<file path="config.mk">
export PLATFORM = sky130hd
export DESIGN_NAME = fetch_controller
export DESIGN_NICKNAME = d
export VERILOG_FILES = /design/src/rtl/fetch_controller.sv
export SDC_FILE = /design/constraint.sdc
export NUM_CORES = 1
export LEC_CHECK = 0
export ABC_AREA = 1
export BUFFER_PORTS_ARGS = -buffer_cell sky130_fd_sc_hd__buf_4
export CORE_UTILIZATION = 30
export CTS_CLUSTER_SIZE = 40
export DETAILED_ROUTE_END_ITERATION = 8
export PLACE_DENSITY = 0.51
export SLEW_MARGIN = 25
export SYNTH_ARGS = -nofsm -noshare
export SYNTH_HDL_FRONTEND = slang
export SYNTH_SLANG_ARGS = --single-unit
</file>
<file path="constraint.sdc">
create_clock -name clk -period 5.6 [get_ports clk]
set_clock_uncertainty 0.2 [all_clocks]
set_input_delay 0 -clock clk [delete_from_list [all_inputs] [get_ports clk]]
set_output_delay 0 -clock clk [all_outputs]
set_load 0.02 [all_outputs]
</file>
<file path="src/rtl/fetch_controller.sv">
// fetch_controller
//   Owns the architectural fetch PC and runs a one-outstanding-request fetch
//   loop against instruction memory. The returned word is buffered for decode.
//   Branch/jump redirects from execute override everything; a redirect that
//   lands while a request is in flight marks that response for discard.
//
// State table
//   S_BOOT | first cycle after reset release, no request issued
//   S_REQ  | request presented to memory, waiting for ready
//   S_WAIT | request accepted, waiting for the response pulse
//   S_HOLD | instruction buffered and offered to decode
//
// Ports
//   clk, rst                     clock, async active-high reset
//   redirect, redirect_target    PC override from execute (target low 2 bits ignored)
//   stall                        decode cannot take the buffered instruction
//   imem_req_valid/ready/addr    request handshake, addr = low PC_WIDTH bits of pc
//   imem_rsp_valid/data          single-cycle response pulse and word
//   instr_valid, instr, instr_pc buffered instruction towards decode
//   pc                           next address to request
//   fetch_count                  instructions consumed by decode (wraps)
//   rsp_err                      sticky flag: response seen outside S_WAIT
module fetch_controller #(
  parameter int unsigned          OPD_WIDTH = 32,
  parameter int unsigned          PC_WIDTH  = 12,
  parameter logic [OPD_WIDTH-1:0] RESET_PC  = '0
) (
  input  logic                 clk,
  input  logic                 rst,
  input  logic                 redirect,
  input  logic [OPD_WIDTH-1:0] redirect_target,
  input  logic                 stall,
  output logic                 imem_req_valid,
  input  logic                 imem_req_ready,
  output logic [PC_WIDTH-1:0]  imem_req_addr,
  input  logic                 imem_rsp_valid,
  input  logic [OPD_WIDTH-1:0] imem_rsp_data,
  output logic                 instr_valid,
  output logic [OPD_WIDTH-1:0] instr,
  output logic [OPD_WIDTH-1:0] instr_pc,
  output logic [OPD_WIDTH-1:0] pc,
  output logic [31:0]          fetch_count,
  output logic                 rsp_err
);

  typedef enum logic [1:0] {
    S_BOOT = 2'd0,
    S_REQ  = 2'd1,
    S_WAIT = 2'd2,
    S_HOLD = 2'd3
  } state_t;

  localparam logic [OPD_WIDTH-1:0] PC_STEP    = OPD_WIDTH'(4);
  localparam logic [OPD_WIDTH-1:0] ALIGN_MASK = ~OPD_WIDTH'(3);

  state_t               state;
  logic [OPD_WIDTH-1:0] fetch_pc;
  logic                 discard;
  logic [OPD_WIDTH-1:0] target;

  assign target = redirect_target & ALIGN_MASK;

  // Both valids are pure decodes of the state register, so they change only
  // on the clock edge.
  assign imem_req_valid = (state == S_REQ);
  assign instr_valid    = (state == S_HOLD);
  assign imem_req_addr  = pc[PC_WIDTH-1:0];

  always_ff @(posedge clk or posedge rst) begin
    if (rst) begin
      state       <= S_BOOT;
      pc          <= RESET_PC;
      fetch_pc    <= '0;
      instr       <= '0;
      instr_pc    <= '0;
      discard     <= 1'b0;
      fetch_count <= '0;
      rsp_err     <= 1'b0;
    end else begin
      // A response outside S_WAIT has no matching request (e.g. one left
      // over from before a reset); it is ignored but flagged.
      if (imem_rsp_valid && (state != S_WAIT)) rsp_err <= 1'b1;

      case (state)
        S_BOOT: begin
          if (redirect) pc <= target;
          state <= S_REQ;
        end

        S_REQ: begin
          if (imem_req_ready) begin
            state <= S_WAIT;
            if (redirect) begin
              // Memory took the old address; its reply is already stale.
              discard <= 1'b1;
              pc      <= target;
            end else begin
              fetch_pc <= pc;
              pc       <= pc + PC_STEP;
            end
          end else if (redirect) begin
            pc <= target;
          end
        end

        S_WAIT: begin
          if (redirect) begin
            pc <= target;
            if (imem_rsp_valid) begin
              discard <= 1'b0;
              state   <= S_REQ;
            end else begin
              discard <= 1'b1;
            end
          end else if (imem_rsp_valid) begin
            if (discard) begin
              discard <= 1'b0;
              state   <= S_REQ;
            end else begin
              instr    <= imem_rsp_data;
              instr_pc <= fetch_pc;
              state    <= S_HOLD;
            end
          end
        end

        S_HOLD: begin
          if (redirect) begin
            pc    <= target;
            state <= S_REQ;
          end else if (!stall) begin
            fetch_count <= fetch_count + 32'd1;
            state       <= S_REQ;
          end
        end

        default: state <= S_BOOT;
      endcase
    end
  end

endmodule
</file>
Word-level counts from Yosys, hierarchy flattened:

Index checks and enable logic that the tools add are counted.

* logic and storage cells: 49
* input bits: 70
* output and inout bits: 143
* flip-flop bits (word level): 164

* reductions and logical operators: 9
* bitwise gates (word level): 3
* add/subtract/negate cells: 2
* muxes and demuxes: 18
* eq/ne operators: 9

Operator list (number)
* $mux 32: 3
* $pmux 32 s2: 1
* $add 32x1->32 const B: 1
* $add 32x3->32 const B: 1
* $mux 2: 7
* $reduce_and 3->1: 3
* $pmux 2 s4: 1
* $reduce_and 4->1: 2
* $ne 2x2->1 const B: 3
* $ne 3x3->1 const B: 2
* $mux 1: 5
* $eq 2x2->1 const B: 2
* $not 1->1: 3
* $reduce_or 3->1: 1
* $eq 2x1->1 const B: 1
* $logic_not 2->1: 1
* $ne 2x1->1 const B: 1
* $pmux 1 s2: 1
* $reduce_bool 2->1: 1
* $logic_and 1x1->1: 1

Logic depth before layout (Yosys ltp):

Gate-level depths: netlist of run 1.

* word-level depth: 4
* depth in mapped cells: 10
* depth with buffers taken out: 10

Least setup slack after synthesis of run 1:

No wires, ideal clock.

* path kind: reg-to-reg
* start point: reg fetch_count[1]
* end point: reg fetch_count[30]
* stages on the path, launching flop included: 9
* period minus slack after synthesis: 1.889 ns
* setup slack: 3.711 ns
* buffers on the path: 0
* arrival: 1.568 ns
* required time: 5.280 ns
* library setup time: 0.120 ns
* path through: dfrtp_1 -> ha_1 -> nand3_1 -> nor2_8 -> nand3_4 -> nor2_8 -> nand3_4 -> o21ai_1 -> nand2_1

* word-level cells in the longest chain between the ends: 1

RTL lines
* start, declared: RTL line 42 `output logic [31:0] fetch_count,`
* start signal, assigned: RTL line 132 `fetch_count <= fetch_count + 32'd1;`
* $add 32x1->32: RTL line 132

No other way between the ends.
A chain may end at the register's enable or synchronous reset.

Worst setup path after layout of run 1:

* start point: reg state[1]
* end point: reg pc[22]

* word-level cells in the longest chain between the ends: 3
* elaborated cells between the ends (all ways): 6
* those cells by class: eq/ne: 3; mux: 1; reduce/logical: 2

RTL lines
* start, declared: RTL line 56 `state_t state;`
* start signal, assigned: RTL line 71 `state <= S_BOOT;`
* start signal, assigned: RTL line 87 `state <= S_REQ;`
* start signal, assigned: RTL line 92 `state <= S_WAIT;`
* $eq 2x2->1 / $logic_not 2->1 (equally long branches): RTL line 84 `case (state)`
* $reduce_or 3->1 (no line)
* $pmux 32 s2 (*): RTL line 84
* end signal, assigned: RTL line 86 `if (redirect) pc <= target;`
* end signal, assigned: RTL line 96 `pc <= target;`
* end signal, assigned: RTL line 99 `pc <= pc + PC_STEP;`
* end, declared: RTL line 41 `output logic [OPD_WIDTH-1:0] pc,`

Mark *: on every way between the ends. The rest lies on a longest branch, timed or not.

==> run_results.csv, run 1 <==
group,metric,value,unit
cells_and_area,mostFrequentLayoutCell,"buf_4",
cells_and_area,n_fill_cell,2530,
clocking,ctsRootBufferMaster,"clkbuf_16",
clocking,hold_buffers,80,
drt,wl,21200,um
floorplan,rows,58,
critical_path,critPathKind,"reg -> reg",
logic_synthesis,synth_largest_type_area_fraction,52.8,%
critical_path,crit_required,5.76,ns
sta,fin_crit,2.38,ns
critical_path,crit_fanout,15,
cells_and_area,area_delta_synth_final,40.9,%
logic_synthesis,ys_seq_elements,164,
critical_path,rrSetupSlack,3.22,ns
pwr,p_seq_share,42.2,%
grt,antenna_found_initial,0,
critical_path,path_cells,"inv_1 -> ha_1 -> nand2_2 -> nor2_1 -> inv_1 -> nor3_1 -> nand3_1 -> nand3_1",
clocking,cts.sinks,164,
placed_design,gp_congestion,0.874,
critical_path,slowest_delay,0.54,ns
sta,setup_viol,0,
critical_path,timing.rr.start,"state[1]$_DFFE_PP0P_",
pwr,p_clk_share,29.9,%
sta,fin_setup_tns,0,ns
grt,grt_max_degree,77,
floorplan,io_pins,213,
logic_synthesis,syn_area,7770,um^2
logic_synthesis,synth_cell_type_count,43,
drt,drc,0,
grt,grt_usage,16.6,%
logic_synthesis,syn_nets,892,
pwr,comb_power_share,27.8,%
drt,vias_per_cell,4.49,
grt,grt_pass1_wl,34400,um
sta,tightest_slew,0.932,ns
critical_path,end_kind,"flop",
worst_hold_path,min_path_type,"in -> async",
sta,hold_violations,0,
drt,vias,6465,
logic_synthesis,yosys.area.top_type,"dfrtp_1",
pwr,power.share.switching,34.1,%
drt,ant_nets,0,
logic_synthesis,yosysWarnings,0,
logic_synthesis,syn-instance-count,816,
pwr,powerDensity,352,nW/um^2
clocking,clk_latency,0.42,ns
clocking,cts_tree,"built",
clocking,cts_inserted_buffers,17,
floorplan,start_util,30.7,%
logic_synthesis,synth_area_leaders,"dfrtp_1, mux2_2, nand2_1",
critical_path,r2r_end,"pc[22]$_DFF_PP0_",
critical_path,cpMaxStageDelayCell,"nor2_1",
clocking,post-cts-setup-buffers,0,
cells_and_area,drive_gt1_share,30.1,%
sta,rsz0062_at_grt,"no",
critical_path,cp-start-kind,"flop",
logic_synthesis,synth-seq-area-share,52.8,%
clocking,cts.htree.levels,4,
pwr,intPower,2.54,mW
cells_and_area,final_area,10900,um^2
sta,post-route-period-util,42.5,%
clocking,cts-resized-gates,0,
clocking,cts_buffer_depth,2,
sta,whs,0.0736,ns
cells_and_area,diodes,0,
logic_synthesis,yosys_most_used_dff,"dfrtp_1",
pwr,vdd_drop_max,148,uV
cells_and_area,nets,1172,
run,cap_violations,0,
placed_design,io_buffers,210,
critical_path,worstPathArrival,2.54,ns
pwr,p_switching,1.31,mW
drt,first_iter_violations,326,
floorplan,placeableCoreArea,25300,um^2
drt,firstDrtPassIters,5,
grt,grt_pass1_vias,6485,
floorplan,die_x,163,um
outcome,outcome,"finished clean",
floorplan,dieArea,26600,um^2
drt,wl_per_cell,14.7,um
sta,drv_slew,0,
critical_path,reg2reg_depth,8,
pwr,leakage,5.63,nW
cells_and_area,mostFrequentLayoutCells,"buf_4, nand2_1, dfrtp_1, inv_1, dlygate4sd3_1",
clocking,clk_pin_slew_worst_paths,0.07,ns
logic_synthesis,synth_edf_count,0,
floorplan,die_h,163,um
placed_design,dpl_cell_area,9580,um^2
logic_synthesis,synthArstFlopShare,100,%
placed_design,place_hpwl,14900,um
sta,clock.fmax,420,MHz
logic_synthesis,syn_avg_cell_area,9.52,um^2
sta,max_slew_margin,37.9,%
grt,grt_overflow,0,
==> power by group through the flow <==
stage | Sequential (mW) | Combinational [mW] | Clock (mW)
finish | 1.63 | 1.07 | 1.15
global route | 1.67 | 1.19 | 1.23
CTS | 1.63 | 1.09 | 1.19
detailed placement | 1.65 | 1.04 | 0
global placement | 1.65 | 1.03 | 0
floorplan | 1.78 | 0.455 | 0
==> layout make-up <==
cell class	count	area [um^2]	area share (%)
sequential	164	4100	37.5
multi-input combinational	532	3130	28.6
timing repair buffer	293	2400	21.9
clock buffer	20	447	4.08
tap	330	413	3.77
inverter	88	337	3.07
clock inverter	12	123	1.12
==> critical path: cells and delay by family, from the launching register on <==
| family | cells | cell delay (ns) |
|---|---|---|
| adder cells (fa/ha/maj) | 1 | 0.18 |
| buffers and inverters | 2 | 0.36 |
| flip-flops | 1 | 0.41 |
| AND/OR/NAND/NOR | 5 | 1.16 |
==> cells in the mapped netlist (2+ instances only) <==
| cell | count |
|---|---|
| buf_4 | 12 |
| xnor2_1 | 9 |
| nand2_2 | 2 |
| o211ai_1 | 5 |
| nor3_2 | 2 |
| nand4_1 | 14 |
| o21ai_1 | 3 |
| o21a_1 | 2 |
| nand2_1 | 184 |
| ha_1 | 6 |
| nor3_1 | 18 |
| or2_2 | 2 |
| nand3_1 | 44 |
| a21oi_1 | 12 |
| o21ai_0 | 49 |
| clkbuf_1 | 11 |
| a22oi_1 | 2 |
| nor2_8 | 3 |
| mux2_2 | 64 |
| inv_1 | 85 |
| nor2_2 | 6 |
| buf_6 | 7 |
| nand3_4 | 3 |
| inv_2 | 2 |
| dfrtp_1 | 164 |
| nor2_1 | 66 |
| nand3b_1 | 3 |
| xor2_1 | 21 |
==> worst max-delay path by stage <==
stage | start | endpoint | cells past startpoint
after floorplan | rst | discard$_DFFE_PP0P_ | 1
after global placement | state[1]$_DFFE_PP0P_ | pc[22]$_DFF_PP0_ | 8
after detailed placement | state[1]$_DFFE_PP0P_ | pc[22]$_DFF_PP0_ | 8
after CTS | state[1]$_DFFE_PP0P_ | pc[22]$_DFF_PP0_ | 8
after global routing | state[1]$_DFFE_PP0P_ | pc[22]$_DFF_PP0_ | 8
final | state[1]$_DFFE_PP0P_ | pc[22]$_DFF_PP0_ | 8
==> registers in the layout, indices dropped and copies added (netlist names) <==
register     cells
instr           32
rsp_err          1
fetch_pc        32
discard          1
fetch_count     32
state            2
instr_pc        32
pc              32
==> metal layers <==
| metal | global-route usage [%] | vias to the layer above | wire length (um) |
|---|---|---|---|
| met5 | 0 | - | 0 |
| met1 | 22.3 | 3078 | 9920 |
| met2 | 27.4 | 170 | 10000 |
| li1 | - | 3202 | - |
| met4 | 4.59 | 0 | 258 |
| met3 | 2.83 | 15 | 958 |
==> through the flow <==
stage / power (mW) / util (%) / instances / setup slack (ns)
3_3_place_gp: 2.68 / 37.8 / 1327 / 3.19
5_1_grt: 4.08 / 43.2 / 1439 / 3.08
4_1_cts: 3.91 / 43.2 / 1439 / 3.20
6_report: 3.85 / 43.2 / 1439 / 3.22
3_5_place_dp: 2.69 / 37.8 / 1327 / 3.22
2_1_floorplan: 2.24 / - / 816 / 0.967
==> cells by family after synthesis <==
group                      count (synthesis)  synth area share (%)
muxes                                     64                  9.27
DFF                                      164                  52.8
xor gates and xnor gates                  30                  3.38
adders and majority gates                  6                 0.966
and+or+nand+nor                          353                  20.9
AOI/OAI and AO/OA                         79                  5.60
buffers and inverters                    120                  7.08
Note: power is estimated with default switching activity, not from simulation.
==> inputs of run 2 (changes only) <==
ABC_AREA = 0   (was 1)
PLACE_DENSITY = 0.53   (was 0.51)
clock period = 2 ns   (was 5.6 ns; I/O delays follow)
==> run 2 against run 1 <==
Critical path depth is 4 lower. Largest power group unchanged. Worst setup slack got worse by 3.4 ns. Total power rose to 3.2 times the previous value. Sequential cell count did not move. Die area decreased by 6.8%. Critical path type unchanged. Fmax up 11%. Design area grew 7.3%. Global-route usage rose by 0.36 points. The run now ends with setup timing left. Non-clock buffer count increased by 86. Sequential share of layout area fell by 2.5 points.
==> run_results.csv, run 2 <==
group,metric,value,unit
outcome,outcome,"finished with violations",
outcome,violations,"setup timing",
sta,whs,0.130,ns
clocking,cts.htree.levels,4,
pwr,vdd_drop_max,578,uV
sta,max_slew_margin,69.7,%
drt,firstDrtPassIters,4,
drt,first_iter_violations,227,
cells_and_area,multi_input_area,3270,um^2
cells_and_area,regArea,4100,um^2
clocking,cts_inserted_buffers,17,
clocking,cts_tree,"built",
sta,fin_crit,2.15,ns
pwr,leakage,5.63,nW
floorplan,io_pins,213,
logic_synthesis,yosys_most_used_dff,"dfrtp_1",
critical_path,rrSetupSlack,-0.15,ns
floorplan,die_h,157,um
drt,ant_nets,0,
critical_path,cpMaxStageDelayCell,"or4_4",
clocking,clk_latency,0.43,ns
logic_synthesis,synthArstFlopShare,100,%
critical_path,reg2reg_depth,4,
sta,rsz0062_at_grt,"yes",
grt,grt_usage,17.0,%
grt,grt_pass1_vias,5993,
placed_design,dpl_cell_area,9720,um^2
drt,vias,5967,
cells_and_area,drive_gt1_share,49.8,%
logic_synthesis,syn_avg_cell_area,12.0,um^2
critical_path,slowest_delay,0.65,ns
sta,clock.fmax,466,MHz
critical_path,critPathKind,"reg -> reg",
clocking,clk_pin_slew_worst_paths,0.07,ns
worst_hold_path,min_path_type,"in -> reg",
grt,grt_overflow,0,
run,cap_violations,0,
logic_synthesis,synth-seq-area-share,56.7,%
placed_design,place_hpwl,14000,um
placed_design,io_buffers,210,
sta,drv_slew,0,
cells_and_area,nets,1035,
floorplan,placeableCoreArea,23500,um^2
sta,tightest_slew,0.454,ns
worst_hold_path,min_from,"redirect_target[4]",
drt,vias_per_cell,4.62,
grt,antenna_found_initial,1,
grt,grt_pass1_wl,32300,um
floorplan,start_util,30.8,%
grt,grt_max_degree,63,
cells_and_area,mostFrequentLayoutCell,"buf_4",
logic_synthesis,synth.most_common_cell,"dfrtp_1",
sta,setup_ws,-0.147,ns
cells_and_area,n_fill_cell,2164,
worst_hold_path,min_to,"pc[4]$_DFF_PP0_",
worst_hold_path,worstHoldPathCells,4,
clocking,ctsRootBufferMaster,"clkbuf_16",
critical_path,worstPathArrival,2.30,ns
logic_synthesis,synth_cell_type_count,48,
cells_and_area,final_area,11700,um^2
pwr,powerDensity,1040,nW/um^2
critical_path,cp_top_family,"simple AND/OR/NAND/NOR gates",
sta,hold_violations,0,
drt,drc,0,
critical_path,cp-start-kind,"flop",
sta,post-route-period-util,107,%
logic_synthesis,yosysWarnings,0,
critical_path,crit_fanout,5,
logic_synthesis,synth_area_leaders,"dfrtp_1, mux2_2, xnor2_1",
critical_path,r2r_end,"pc[23]$_DFF_PP0_",
placed_design,gp_congestion,0.755,
logic_synthesis,syn_nets,678,
logic_synthesis,ys_seq_elements,164,
critical_path,path_buf_inv,0,
drt,wl,21200,um
critical_path,end_kind,"flop",
cells_and_area,mostFrequentLayoutCells,"buf_4, dfrtp_1, mux2_2, dlygate4sd3_1, nand2_1",
clocking,cts_buffer_depth,2,
critical_path,timing.rr.start,"pc[9]$_DFF_PP0_",
drt,wl_per_cell,16.4,um
critical_path,crit_required,2.16,ns
logic_synthesis,syn_area,7240,um^2
logic_synthesis,synthTopCellsByCount,"dfrtp_1, mux2_2, nand2_1, nor2_1",
floorplan,dieArea,24800,um^2
floorplan,die_x,157,um
sta,setup_viol,43,
clocking,cts.sinks,164,
logic_synthesis,synth_edf_count,0,
cells_and_area,area_delta_synth_final,62.2,%
floorplan,rows,56,
logic_synthesis,syn-instance-count,602,
logic_synthesis,yosys.area.top_type,"dfrtp_1",
logic_synthesis,synth_largest_type_area_fraction,56.7,%
critical_path,path_cells,"nand4_1 -> or4_4 -> or4_1 -> a31oi_1",
[run 2: worst max path at each step]
stage | cells past startpoint | from | endpoint | slack, ns
floorplan | 5 | pc[5]$_DFF_PP0_ | pc[25]$_DFF_PP0_ | -0.33
global placement | 6 | state[1]$_DFFE_PP0P_ | pc[23]$_DFF_PP0_ | -0.17
detailed placement | 6 | state[1]$_DFFE_PP0P_ | pc[23]$_DFF_PP0_ | -0.22
CTS | 6 | state[1]$_DFFE_PP0P_ | pc[29]$_DFF_PP0_ | -0.22
global route | 6 | state[1]$_DFFE_PP0P_ | pc[25]$_DFF_PP0_ | -0.21
finish | 4 | pc[9]$_DFF_PP0_ | pc[23]$_DFF_PP0_ | -0.15
[run 2: through the flow]
stage,TNS [ns],std cells,total power [mW],util [%],setup slack (ns)
finish,-1.47,1292,12.2,49.9,-0.147
global route,-8.18,1292,12.9,49.9,-0.215
CTS,-5.90,1280,12.3,48.0,-0.215
detailed placement,-1.79,1168,8.45,41.3,-0.215
global placement,-1.06,1168,8.38,41.3,-0.172
floorplan,-49.11,602,6.72,-,-0.330
[run 2: metal layers]
layer	part of all wire, %	up-vias	GRT usage (%)	routed length, um
li1	-	2849	-	-
met1	46	2942	22.6	9730
met2	48	161	27.5	10100
met3	5.1	15	4.16	1080
met4	1.2	0	4.39	244
met5	0	-	0	0
[run 2: where the power goes]
part	internal [mW]	total [mW]	leakage (nW)	switching (mW)
registers	4.21	4.68	2.09	0.475
logic	2.10	4.01	3.23	1.91
clock network	2.05	3.54	0.312	1.50
total	8.35	12.2	5.63	3.88
[run 2: repair_timing]
item                                   CTS  global route
gates resized for setup                 35            54
endpoints found under the hold margin  254             0
setup endpoints to repair               22           113
hold buffers                            73             0
cloned                                   1             6
pin swaps                               24            24
setup buffers                            6             6
[run 2: worst reg2reg max path, stage by stage (launching register included)]
cell and delay [ns]:
dfrtp_1 0.36, nand4_1 0.26, or4_4 0.65, or4_1 0.48
a31oi_1 0.13
[run 2: cells by family after synthesis]
kind of cell	Yosys count	synth area share, %
multiplexers	97	15.1
buffers and inverters	58	3.91
AND/OR/NAND/NOR	180	13.5
XOR/XNOR	44	5.32
AO/OA/AOI/OAI	53	4.49
adder cells (fa/ha/maj)	6	1.04
flip-flops	164	56.7
[run 2: area by class of cell]
class / instances / share of cell area [%]
Antenna cell: 1 / 0.0213
Clock buffer: 18 / 3.74
Clock inverter: 14 / 1.62
Inverter: 16 / 0.565
Multi-Input combinational cell: 381 / 27.9
Sequential cell: 164 / 34.9
Tap cell: 319 / 3.40
Timing Repair Buffer: 379 / 27.8
